`config.mk`:
```
export PLATFORM = sky130hd
export DESIGN_NAME = shift_sequencer
export DESIGN_NICKNAME = d
export VERILOG_FILES = /design/src/rtl/shift_sequencer.sv
export SDC_FILE = /design/constraint.sdc
export NUM_CORES = 1
export LEC_CHECK = 0
export BUFFER_PORTS_ARGS = -buffer_cell sky130_fd_sc_hd__buf_2
export CAP_MARGIN = 20
export CORE_ASPECT_RATIO = 0.6
export CORE_MARGIN = 1.5
export CORE_UTILIZATION = 44
export CTS_CLUSTER_DIAMETER = 80
export DETAILED_ROUTE_END_ITERATION = 12
export GPL_ROUTABILITY_DRIVEN = 0
export PLACE_DENSITY = 0.77
export SETUP_SLACK_MARGIN = 0.15
export SYNTH_ARGS = -nofsm -noshare
export SYNTH_HDL_FRONTEND = slang
export SYNTH_SLANG_ARGS = --single-unit
export TNS_END_PERCENT = 1
```
`constraint.sdc`:
```
create_clock -name clk -period 2 [get_ports clk]
set_clock_uncertainty 0.1 [all_clocks]
set_input_delay 0.1 -clock clk [delete_from_list [all_inputs] [get_ports clk]]
set_output_delay 0.1 -clock clk [all_outputs]
set_load 0.02 [all_outputs]
```
`src/rtl/shift_sequencer.sv`:
```
// Multi-byte in-place shifter: walks a little-endian operand in data memory,
// one byte every two cycles, steering the ALU shift / shift-overflow opcodes
// and writing each ALU result back to the byte it was read from.
module shift_sequencer #(
   parameter int ADDR_W = 8,
   parameter int LEN_W  = 4
) (
   input  logic              clk,
   input  logic              rst,
   input  logic              start,
   input  logic              dir,
   input  logic [2:0]        amount,
   input  logic [ADDR_W-1:0] base_addr,
   input  logic [LEN_W-1:0]  len,
   output logic              busy,
   output logic              done,
   output logic [ADDR_W-1:0] rd_addr,
   input  logic [7:0]        rd_data,
   output logic              wr_en,
   output logic [ADDR_W-1:0] wr_addr,
   output logic [7:0]        wr_data,
   output logic [7:0]        alu_op1,
   output logic [7:0]        alu_op2,
   output logic [3:0]        alu_operation,
   input  logic [7:0]        alu_result
);

   localparam logic [3:0] OP_RSHIFT = 4'd1;
   localparam logic [3:0] OP_LSHIFT = 4'd2;
   localparam logic [3:0] OP_SHO    = 4'd10;
   localparam logic [3:0] OP_NOP    = 4'd13;

   typedef enum logic [1:0] {
      IDLE,
      READ,
      EXEC,
      DONE
   } state_t;

   state_t            state;
   state_t            state_next;
   logic              dir_q;
   logic [2:0]        amount_q;
   logic [LEN_W-1:0]  len_q;
   logic [LEN_W-1:0]  count;
   logic [ADDR_W-1:0] cur_addr;
   logic              last_byte;

   assign last_byte = (count == len_q - LEN_W'(1));

   // State register; reset abandons any sequence in flight.
   always_ff @(posedge clk or negedge rst) begin
      if (!rst) begin
         state <= IDLE;
      end else begin
         state <= state_next;
      end
   end

   // Operand latch on accept, then byte pointer / counter advance after each write.
   always_ff @(posedge clk or negedge rst) begin
      if (!rst) begin
         dir_q    <= 1'b0;
         amount_q <= '0;
         len_q    <= '0;
         count    <= '0;
         cur_addr <= '0;
      end else if (state == IDLE && start) begin
         dir_q    <= dir;
         amount_q <= amount;
         len_q    <= len;
         count    <= '0;
         // Right shifts walk from the most-significant byte downward.
         cur_addr <= dir ? base_addr + ADDR_W'(len) - ADDR_W'(1) : base_addr;
      end else if (state == EXEC) begin
         cur_addr <= dir_q ? cur_addr - ADDR_W'(1) : cur_addr + ADDR_W'(1);
         count    <= count + LEN_W'(1);
      end
   end

   // Next-state decode and per-state drive of the memory and ALU buses.
   always_comb begin
      state_next    = state;
      busy          = (state != IDLE);
      done          = 1'b0;
      rd_addr       = '0;
      wr_en         = 1'b0;
      wr_addr       = '0;
      wr_data       = '0;
      alu_op1       = '0;
      alu_op2       = '0;
      alu_operation = OP_NOP;
      unique case (state)
         IDLE: begin
            if (start) begin
               state_next = (len == '0) ? DONE : READ;
            end
         end
         READ: begin
            rd_addr    = cur_addr;
            state_next = EXEC;
         end
         EXEC: begin
            alu_op1 = rd_data;
            alu_op2 = {5'b00000, amount_q};
            if (count == '0) begin
               alu_operation = dir_q ? OP_RSHIFT : OP_LSHIFT;
            end else begin
               alu_operation = OP_SHO;
            end
            wr_en      = 1'b1;
            wr_addr    = cur_addr;
            wr_data    = alu_result;
            state_next = last_byte ? DONE : READ;
         end
         DONE: begin
            done       = 1'b1;
            state_next = IDLE;
         end
         default: begin
            state_next = IDLE;
         end
      endcase
   end

endmodule

```
Word-level counts from Yosys, hierarchy flattened:

Index checks and enable logic that the tools add are counted.

* add/sub/neg operators: 6
* equality and inequality tests: 5
* muxes and demuxes: 20
* reduce and logical (&&, ||, !) cells: 6

Operators with widths (count)
* $mux W8: 8
* $mux W4: 4
* $sub A8 B1 Y8 const B: 2
* $add A8 B1 Y8 const B: 1
* $add A8 B4 Y8: 1
* $logic_not A4 Y1: 2
* $mux W2: 4
* $pmux W2 S4: 1
* $add A4 B1 Y4 const B: 1
* $eq A2 B2 Y1 const B: 2
* $eq A4 B4 Y1: 1
* $reduce_bool A2 Y1: 2
* $sub A4 B1 Y4 const B: 1
* $mux W3: 1
* $eq A2 B1 Y1 const B: 1
* $logic_not A2 Y1: 1
* $mux W1: 2
* $ne A2 B2 Y1 const B: 1
* $logic_and A1 B1 Y1: 1

* flip-flop bits (word level): 22
* output and inout bits: 47

Logic depth before layout (Yosys ltp):

Gate-level depths: netlist (run 1).

* depth after elaboration: 4
* depth in mapped cells: 11

Worst setup path after synthesis (run 1):

Ideal clock, no wire load.

* path type: in2reg
* start: in len[1]
* end: reg cur_addr[5]
* setup time: 0.126 ns
* arrival time: 1.857 ns
* slack: -0.084 ns
* stages on the path: 11
* path buffers: 0
* path through: inv_1 > ha_1 > inv_1 > ha_1 > fa_1 > a21oi_1 > o21bai_1 > xor2_1 > mux2i_1 > nor2_1 > a311o_1

* longest elaborated chain between the ends: 4

RTL lines
* start: declaration: line 14 `input logic [LEN_W-1:0] len,`
* $add A8 B4 Y8: line 74 `cur_addr <= dir ? base_addr + ADDR_W'(len) - ADDR_W'(1) : base_addr;`
* $sub A8 B1 Y8: line 74
* $mux W8: line 74
* $mux W8: line 68 `end else if (state == IDLE && start) begin`
* end signal: assignment: line 74
* end signal: assignment: line 76 `cur_addr <= dir_q ? cur_addr - ADDR_W'(1) : cur_addr + ADDR_W'(1);`
* end: declaration: line 46 `logic [ADDR_W-1:0] cur_addr;`

No other way between the ends.
A chain may end at the register's enable or synchronous reset.

Final worst setup path (run 1):

* start: reg dir_q
* end: reg cur_addr[7]

* longest elaborated chain between the ends: 3

RTL lines
* start: declaration: line 42 `logic dir_q;`
* start signal: assignment: line 69 `dir_q <= dir;`
* $mux W8: line 76
* $mux W8: line 75 `end else if (state == EXEC) begin`
* $mux W8: line 68

No other way between the ends. The select of a mux whose other input is x is not followed.

==> impl_metrics.env, run 1 <==
export IMPL_synth_async_reset_ratio_pct=100
export IMPL_initial_util_pct=47.6
export IMPL_power_density_nw_per_um2=1440
export IMPL_clock_sinks=22
export IMPL_worst_hold_path_endpoint="cur_addr[7]$_DFFE_PN0P_"
export IMPL_syn2layout_area_growth_pct=42.0
export IMPL_cts_root_buf="clkbuf_8"
export IMPL_layout_drive_gt1_share_pct=37.5
export IMPL_r2r_cells=8
export IMPL_worst_hold_path_num_cells=3
export IMPL_cts_made_buffers=3
export IMPL_critical_path_max_fanout=8
export IMPL_highest_clock_rate_ghz=0.467
export IMPL_global_route_wire_length_before_repair_um=9040
export IMPL_synth_seq_cells=22
export IMPL_floorplan_die_area_um2=5030
export IMPL_hold_path_class="in -> reg"
export IMPL_tritoncts="built"
export IMPL_antenna_found_initial=0
export IMPL_routed_via_density=4.96
export IMPL_cp_data_arrival_time_ns=2.19
export IMPL_track_usage_pct=22.2
export IMPL_cellLeakagePower_nw=1.51
export IMPL_fin_crit_ns=2.14
export IMPL_wl_per_cell_um=13.4
export IMPL_synth_enable_flop_cells=0
export IMPL_power_share_switching_pct=47.2
export IMPL_final_setup_viol_count=3
export IMPL_cell_internal_pwr_mw=2.18
export IMPL_synthDistinctLibCells=43
export IMPL_row_count=18
export IMPL_core_area_um2=4260
export IMPL_grt_remaining_overflow=0
export IMPL_number_of_nets_still_failing_antenna_checks_after_routing=0
export IMPL_filler_cell_count=354
export IMPL_max_capacitance_violation_total=0
export IMPL_syn_avg_cell_area_um2=7.88
export IMPL_clk_path_buf_depth=2
export IMPL_clkTransAtPathRegs_ns=0.08
export IMPL_critical_path_startpoint_type="register"
export IMPL_routed_wirelength_um=5550
export IMPL_io_buffer_count=76
export IMPL_comb_power_share_pct=69.9
export IMPL_grt_max_degree=23
export IMPL_timing_final_crit_share_pct=107
export IMPL_worst_setup_path_end_kind="register"
export IMPL_final_nets=412
export IMPL_via_count=2057
export IMPL_drt_first_iter_violations=78
export IMPL_grt_pass1_vias=1914
export IMPL_detailedRoute_firstPassIterationCount=4
export IMPL_run_status="complete, but fails checks"
export IMPL_power_frac_clock_pct=7.8
export IMPL_worst_slew_pin_transition_ns=0.505
export IMPL_postLayoutCoreUtil_pct=67.6
export IMPL_die_x_um=90.6
export IMPL_leading_area_contributor_after_synthesis="dfrtp_1"
export IMPL_io_pin_count=82
export IMPL_synth_ff_type="dfrtp_1"
export IMPL_worst_skew_pair_late_latency_ns=0.26
export IMPL_timing_final_hold_violations=0
export IMPL_critical_path_reg2reg_endpoint="cur_addr[7]$_DFFE_PN0P_"
export IMPL_worstSetupPathType="reg -> reg"
export IMPL_start_point_of_the_worst_min_delay_path="base_addr[7]"
export IMPL_rsz0062_at_grt="true"
export IMPL_detail_route_drc_violations=0
export IMPL_setup_total_negative_slack_ns=-0.203
export IMPL_synth_largest_type_area_fraction_pct=27.2
export IMPL_finalMaxSlewViolations=0
export IMPL_seq_area_frac_synth_pct=27.2
export IMPL_failed_checks="setup timing"
export IMPL_htree_num_levels=1
export IMPL_worstPathRequired_ns=2.05
export IMPL_synth_cell_area_um2=2030
export IMPL_vdd_ir_drop_max_v=0.000497
export IMPL_syn_instance_count=257
export IMPL_power_net_switching_mw=1.95
export IMPL_insertedDiodeCount=0
export IMPL_synth_warning_count=0
export IMPL_die_height_um=55.6
export IMPL_dp_hpwl_um=4150
export IMPL_setup_slack_ns=-0.139
export IMPL_reg2reg_setup_slack_ns=-0.14
export IMPL_relSlewSlack_pct=66.3
export IMPL_ys_top_cells_by_area="dfrtp_1 27%, ha_1 12%, and2_1 11%"
export IMPL_seq_power_share_pct=22.3
export IMPL_worst_r2r_startpoint="dir_q$_DFFE_PN0P_"
-- logic make-up after synthesis --
logic type / synth area share (%)
flip-flops: 27.2
AND/OR/NAND/NOR: 24.6
buffers and inverters: 9.57
adder cells (fa/ha/maj): 13.7
multiplexers: 2.47
other: 0.185
XOR/XNOR: 6.92
AO/OA/AOI/OAI: 15.3
-- worst max-delay path, cell delays in order (launching register included) --
cell and delay (ns):
dfrtp_2 0.53, buf_6 0.17, ha_4 0.26, nand2_2 0.05, or3_4 0.33, a21o_1 0.17, and3_4 0.18, xor2_2 0.15
mux2i_1 0.09
-- final cells by class --
class,instances,area (µm²),share of cell area [%]
inverter,31,119,4.13
timing repair buffer,105,623,21.7
tap,60,75.1,2.61
clock buffer,4,55.1,1.91
multi-input combinational,193,1450,50.5
sequential,22,553,19.2
-- per-stage QoR --
step / hold WS, ns / total power [mW] / instances / setup slack (ns) / cell area, µm²
final: 0.0585 / 4.13 / 415 / -0.139 / 2880
after global routing: 0.0672 / 4.51 / 415 / -0.186 / 2880
after CTS: 0.0583 / 3.94 / 414 / -0.0957 / 2830
after detailed placement: -0.00443 / 3.38 / 400 / -0.185 / 2630
after global placement: -0.00393 / 3.32 / 400 / -0.144 / 2630
after floorplan: -0.296 / 2.60 / 261 / 0.0358 / 2120
-- repair_timing --
item | CTS | global route
setup endpoints to repair | 5 | 30
gates cloned | 0 | 0
endpoints found under the hold margin | 28 | 0
hold buffers | 7 | 0
buffers inserted | 3 | 1
pin swaps | 10 | 6
resized for setup | 11 | 11
-- per-layer routing --
| layer | GRT usage, % | up-vias | wire (µm) |
|---|---|---|---|
| met5 | 0 | - | 0 |
| met1 | 31.6 | 924 | 2580 |
| met3 | 5.65 | 4 | 522 |
| li1 | - | 1040 | - |
| met4 | 4.31 | 0 | 34 |
| met2 | 33.9 | 89 | 2410 |
-- sequential cells by signal (all words and copies together) (netlist names) --
name / count
len_q: 4
amount_q: 3
state: 2
cur_addr: 8
count: 4
dir_q: 1
-- cell usage in the layout, fill, tap and decap left out, drive strengths merged, types with 2 or more instances in the layout --
cell type	instances
buf	98
and2	35
nand2	32
inv	31
dfrtp	22
o21ai	19
ha	19
nor2	10
xor2	10
a21oi	8
dlygate4sd3	7
xnor2	6
nand3	5
mux2i	5
conb	5
nand4	4
clkbuf	4
a21o	4
nand2b	2
nor4	2
a31oi	2
o21bai	2
o211ai	2
o31ai	2
fa	2
nor3b	2
nor2b	2
or3	2
-- cell usage after synthesis (4+ instances only) --
| master | number |
|---|---|
| a21oi_1 | 8 |
| and2_1 | 34 |
| buf_4 | 5 |
| clkbuf_1 | 6 |
| dfrtp_1 | 22 |
| ha_1 | 19 |
| inv_1 | 30 |
| mux2i_1 | 5 |
| nand2_1 | 32 |
| nand3_1 | 5 |
| nand4_1 | 4 |
| nor2_1 | 10 |
| o21ai_0 | 19 |
| xnor2_1 | 6 |
| xor2_1 | 10 |
-- power by group through the flow --
| stage | sequential, mW | clock, mW | combinational [mW] |
|---|---|---|---|
| after CTS | 0.914 | 0.329 | 2.69 |
| after global routing | 0.953 | 0.348 | 3.21 |
| final | 0.922 | 0.323 | 2.89 |
| after floorplan | 0.830 | 0 | 1.77 |
| after global placement | 0.887 | 0 | 2.44 |
| after detailed placement | 0.901 | 0 | 2.48 |
-- worst max path at each step --
stage | to | from | slack, ns | cells past startpoint
5_1_grt | cur_addr[7]$_DFFE_PN0P_ | dir_q$_DFFE_PN0P_ | -0.19 | 8
3_5_place_dp | cur_addr[5]$_DFFE_PN0P_ | len[1] | -0.19 | 12
4_1_cts | cur_addr[5]$_DFFE_PN0P_ | dir_q$_DFFE_PN0P_ | -0.1 | 7
6_report | cur_addr[7]$_DFFE_PN0P_ | dir_q$_DFFE_PN0P_ | -0.14 | 8
3_3_place_gp | cur_addr[5]$_DFFE_PN0P_ | len[1] | -0.14 | 12
2_1_floorplan | cur_addr[6]$_DFFE_PN0P_ | dir_q$_DFFE_PN0P_ | 0.04 | 7
No activity file was read; power rests on OpenSTA's default activity.
==> run 2: changes to the inputs <==
--- a/config.mk
+++ b/config.mk
@@ -14,6 +14,7 @@
 export DETAILED_ROUTE_END_ITERATION = 12
 export GPL_ROUTABILITY_DRIVEN = 0
 export PLACE_DENSITY = 0.77
+export REMOVE_ABC_BUFFERS = 1
 export SETUP_SLACK_MARGIN = 0.15
 export SYNTH_ARGS = -nofsm -noshare
 export SYNTH_HDL_FRONTEND = slang
==> run 2 against run 1 <==
  * The run still ends with setup timing left
  * Register-to-register slack worse by 0.06 ns
  * Final cell count up 1.4%
  * Sequential share of layout area down 0.27 points
==> impl_metrics.env, run 2 (same netlist as run 1, synthesis figures left out) <==
export IMPL_slowest_delay_ns=0.57
export IMPL_worst_skew_pair_late_latency_ns=0.27
export IMPL_die_height_um=55.6
export IMPL_critical_path_reg2reg_endpoint="cur_addr[5]$_DFFE_PN0P_"
export IMPL_via_count=2141
export IMPL_cpMaxStageDelayCell="dfrtp_2"
export IMPL_row_count=18
export IMPL_drt_first_iter_violations=182
export IMPL_antenna_found_initial=0
export IMPL_grt_pass1_vias=2072
export IMPL_wl_per_cell_um=14.1
export IMPL_highest_clock_rate_ghz=0.455
export IMPL_global_route_wire_length_before_repair_um=9690
export IMPL_placed_cell_area_um2=2620
export IMPL_initial_util_pct=47.6
export IMPL_clkTransAtPathRegs_ns=0.08
export IMPL_failed_checks="setup timing"
export IMPL_setup_slack_ns=-0.196
export IMPL_grt_max_degree=23
export IMPL_detail_route_drc_violations=0
export IMPL_setup_total_negative_slack_ns=-0.358
export IMPL_rsz0062_at_grt="true"
export IMPL_leading_cell_types_in_the_layout_fill_and_taps_excluded="76 x buf_2, 34 x and2_1, 31 x nand2_1"
export IMPL_final_nets=418
export IMPL_cellLeakagePower_nw=1.55
export IMPL_io_buffer_count=76
export IMPL_timing_critical_path_to="cur_addr[5]$_DFFE_PN0P_"
export IMPL_crit_cells=7
export IMPL_clock_sinks=22
export IMPL_clk_path_buf_depth=2
export IMPL_placed_cells_incl_taps=409
export IMPL_vdd_ir_drop_max_v=0.000574
export IMPL_syn2layout_area_growth_pct=43.7
export IMPL_detailedRoute_firstPassIterationCount=4
export IMPL_worst_setup_path_end_kind="register"
export IMPL_die_x_um=90.6
export IMPL_critPathTopFamily="compound AO/OA/AOI/OAI gates"
export IMPL_worst_r2r_startpoint="dir_q$_DFFE_PN0P_"
export IMPL_worst_slew_pin_transition_ns=0.549
export IMPL_crit_path_start="dir_q$_DFFE_PN0P_"
export IMPL_track_usage_pct=23.8
export IMPL_cp_data_arrival_time_ns=2.25
export IMPL_final_setup_viol_count=3
export IMPL_cts_made_buffers=3
export IMPL_hold_path_class="in -> reg"
export IMPL_mostFrequentLayoutCell="buf_2"
export IMPL_worstSetupPathType="reg -> reg"
export IMPL_timing_final_crit_share_pct=110
export IMPL_relSlewSlack_pct=63.3
export IMPL_power_density_nw_per_um2=1490
export IMPL_routed_via_density=5.09
export IMPL_number_of_nets_still_failing_antenna_checks_after_routing=0
export IMPL_grt_remaining_overflow=0
export IMPL_max_reg_flops=8
export IMPL_routed_wirelength_um=5930
export IMPL_layout_cells_non_filler=421
export IMPL_reg2reg_setup_slack_ns=-0.20
export IMPL_top_register="cur_addr"
export IMPL_layout_drive_gt1_share_pct=37.7
export IMPL_r2r_cells=7
export IMPL_max_capacitance_violation_total=0
export IMPL_tritoncts="built"
export IMPL_run_status="complete, but fails checks"
export IMPL_crit_chain="ha_4 -> a211oi_2 -> o21ai_0 -> a21oi_1 -> xor2_1 -> nor2_1 -> a311o_1"
export IMPL_critical_path_max_fanout=7
export IMPL_layout_top_registers="cur_addr x8, count x4, len_q x4"
export IMPL_insertedDiodeCount=0
export IMPL_io_pin_count=82
export IMPL_floorplan_die_area_um2=5030
export IMPL_core_area_um2=4260
export IMPL_htree_num_levels=1
export IMPL_final_cell_area_um2=2910
export IMPL_cp_buffers_inverters=0
export IMPL_critical_path_startpoint_type="register"
export IMPL_timing_final_hold_violations=0
export IMPL_dp_hpwl_um=4480
export IMPL_cts_root_buf="clkbuf_8"
export IMPL_fin_crit_ns=2.20
export IMPL_worstPathRequired_ns=2.05
export IMPL_finalMaxSlewViolations=0
[run 2: cell type report]
type	count	area, µm²
inverter	31	116
sequential	22	552
timing repair buffer	111	661
tap	60	75.1
multi-input combinational	193	1440
clock buffer	3	41.3
fill	381	1350
clock inverter	1	30.0
[run 2: routing by layer]
metal | routed length [µm] | part of all wire [%] | global-route usage [%]
met3 | 533 | 9.0 | 4.82
met2 | 2770 | 47 | 39.7
met5 | 0 | 0 | 0
met1 | 2590 | 44 | 32.2
met4 | 46 | 0.78 | 4.08
[run 2: tightest hold or removal path, cell delays in order]
cell,delay [ns]
buf_2,0.08
xor2_1,0.05
mux2i_1,0.12
[run 2: timing repair]
item / CTS / global route
setup buffers: 1 / 0
endpoints found under the setup margin: 7 / 7
resized for setup: 8 / 20
pin swaps: 1 / 8
hold endpoints to repair: 28 / 0
hold buffers: 7 / 0
[run 2: how the worst min path moves through the flow]
| stage | from | end | slack, ns | cells after the start |
|---|---|---|---|---|
| 2_1_floorplan | rst | amount_q[0]$_DFFE_PN0P_ | -0.30 | 0 |
| 3_3_place_gp | rst | state[1]$_DFFE_PN0P_ | -0.01 | 1 |
| 3_5_place_dp | rst | len_q[2]$_DFFE_PN0P_ | -0.01 | 1 |
| 4_1_cts | base_addr[7] | cur_addr[7]$_DFFE_PN0P_ | 0.03 | 3 |
| 5_1_grt | base_addr[7] | cur_addr[7]$_DFFE_PN0P_ | 0.05 | 3 |
| 6_report | base_addr[7] | cur_addr[7]$_DFFE_PN0P_ | 0.03 | 3 |
[run 2: per-stage QoR]
step | setup slack (ns) | hold slack [ns] | utilization [%] | total power, mW
after floorplan | -0.166 | -0.296 | - | 2.45
after global placement | -0.246 | -0.0104 | 61.6 | 3.35
after detailed placement | -0.327 | -0.0148 | 61.6 | 3.44
after CTS | -0.0910 | 0.0300 | 65.8 | 3.99
after global routing | -0.272 | 0.0519 | 68.4 | 4.67
final | -0.196 | 0.0349 | 68.4 | 4.33
[run 2: power breakdown]
part / switching [mW] / internal (mW) / leakage, nW
combinational: 1.64 / 1.39 / 1.24
clock: 0.147 / 0.267 / 0.0357
sequential: 0.236 / 0.649 / 0.271
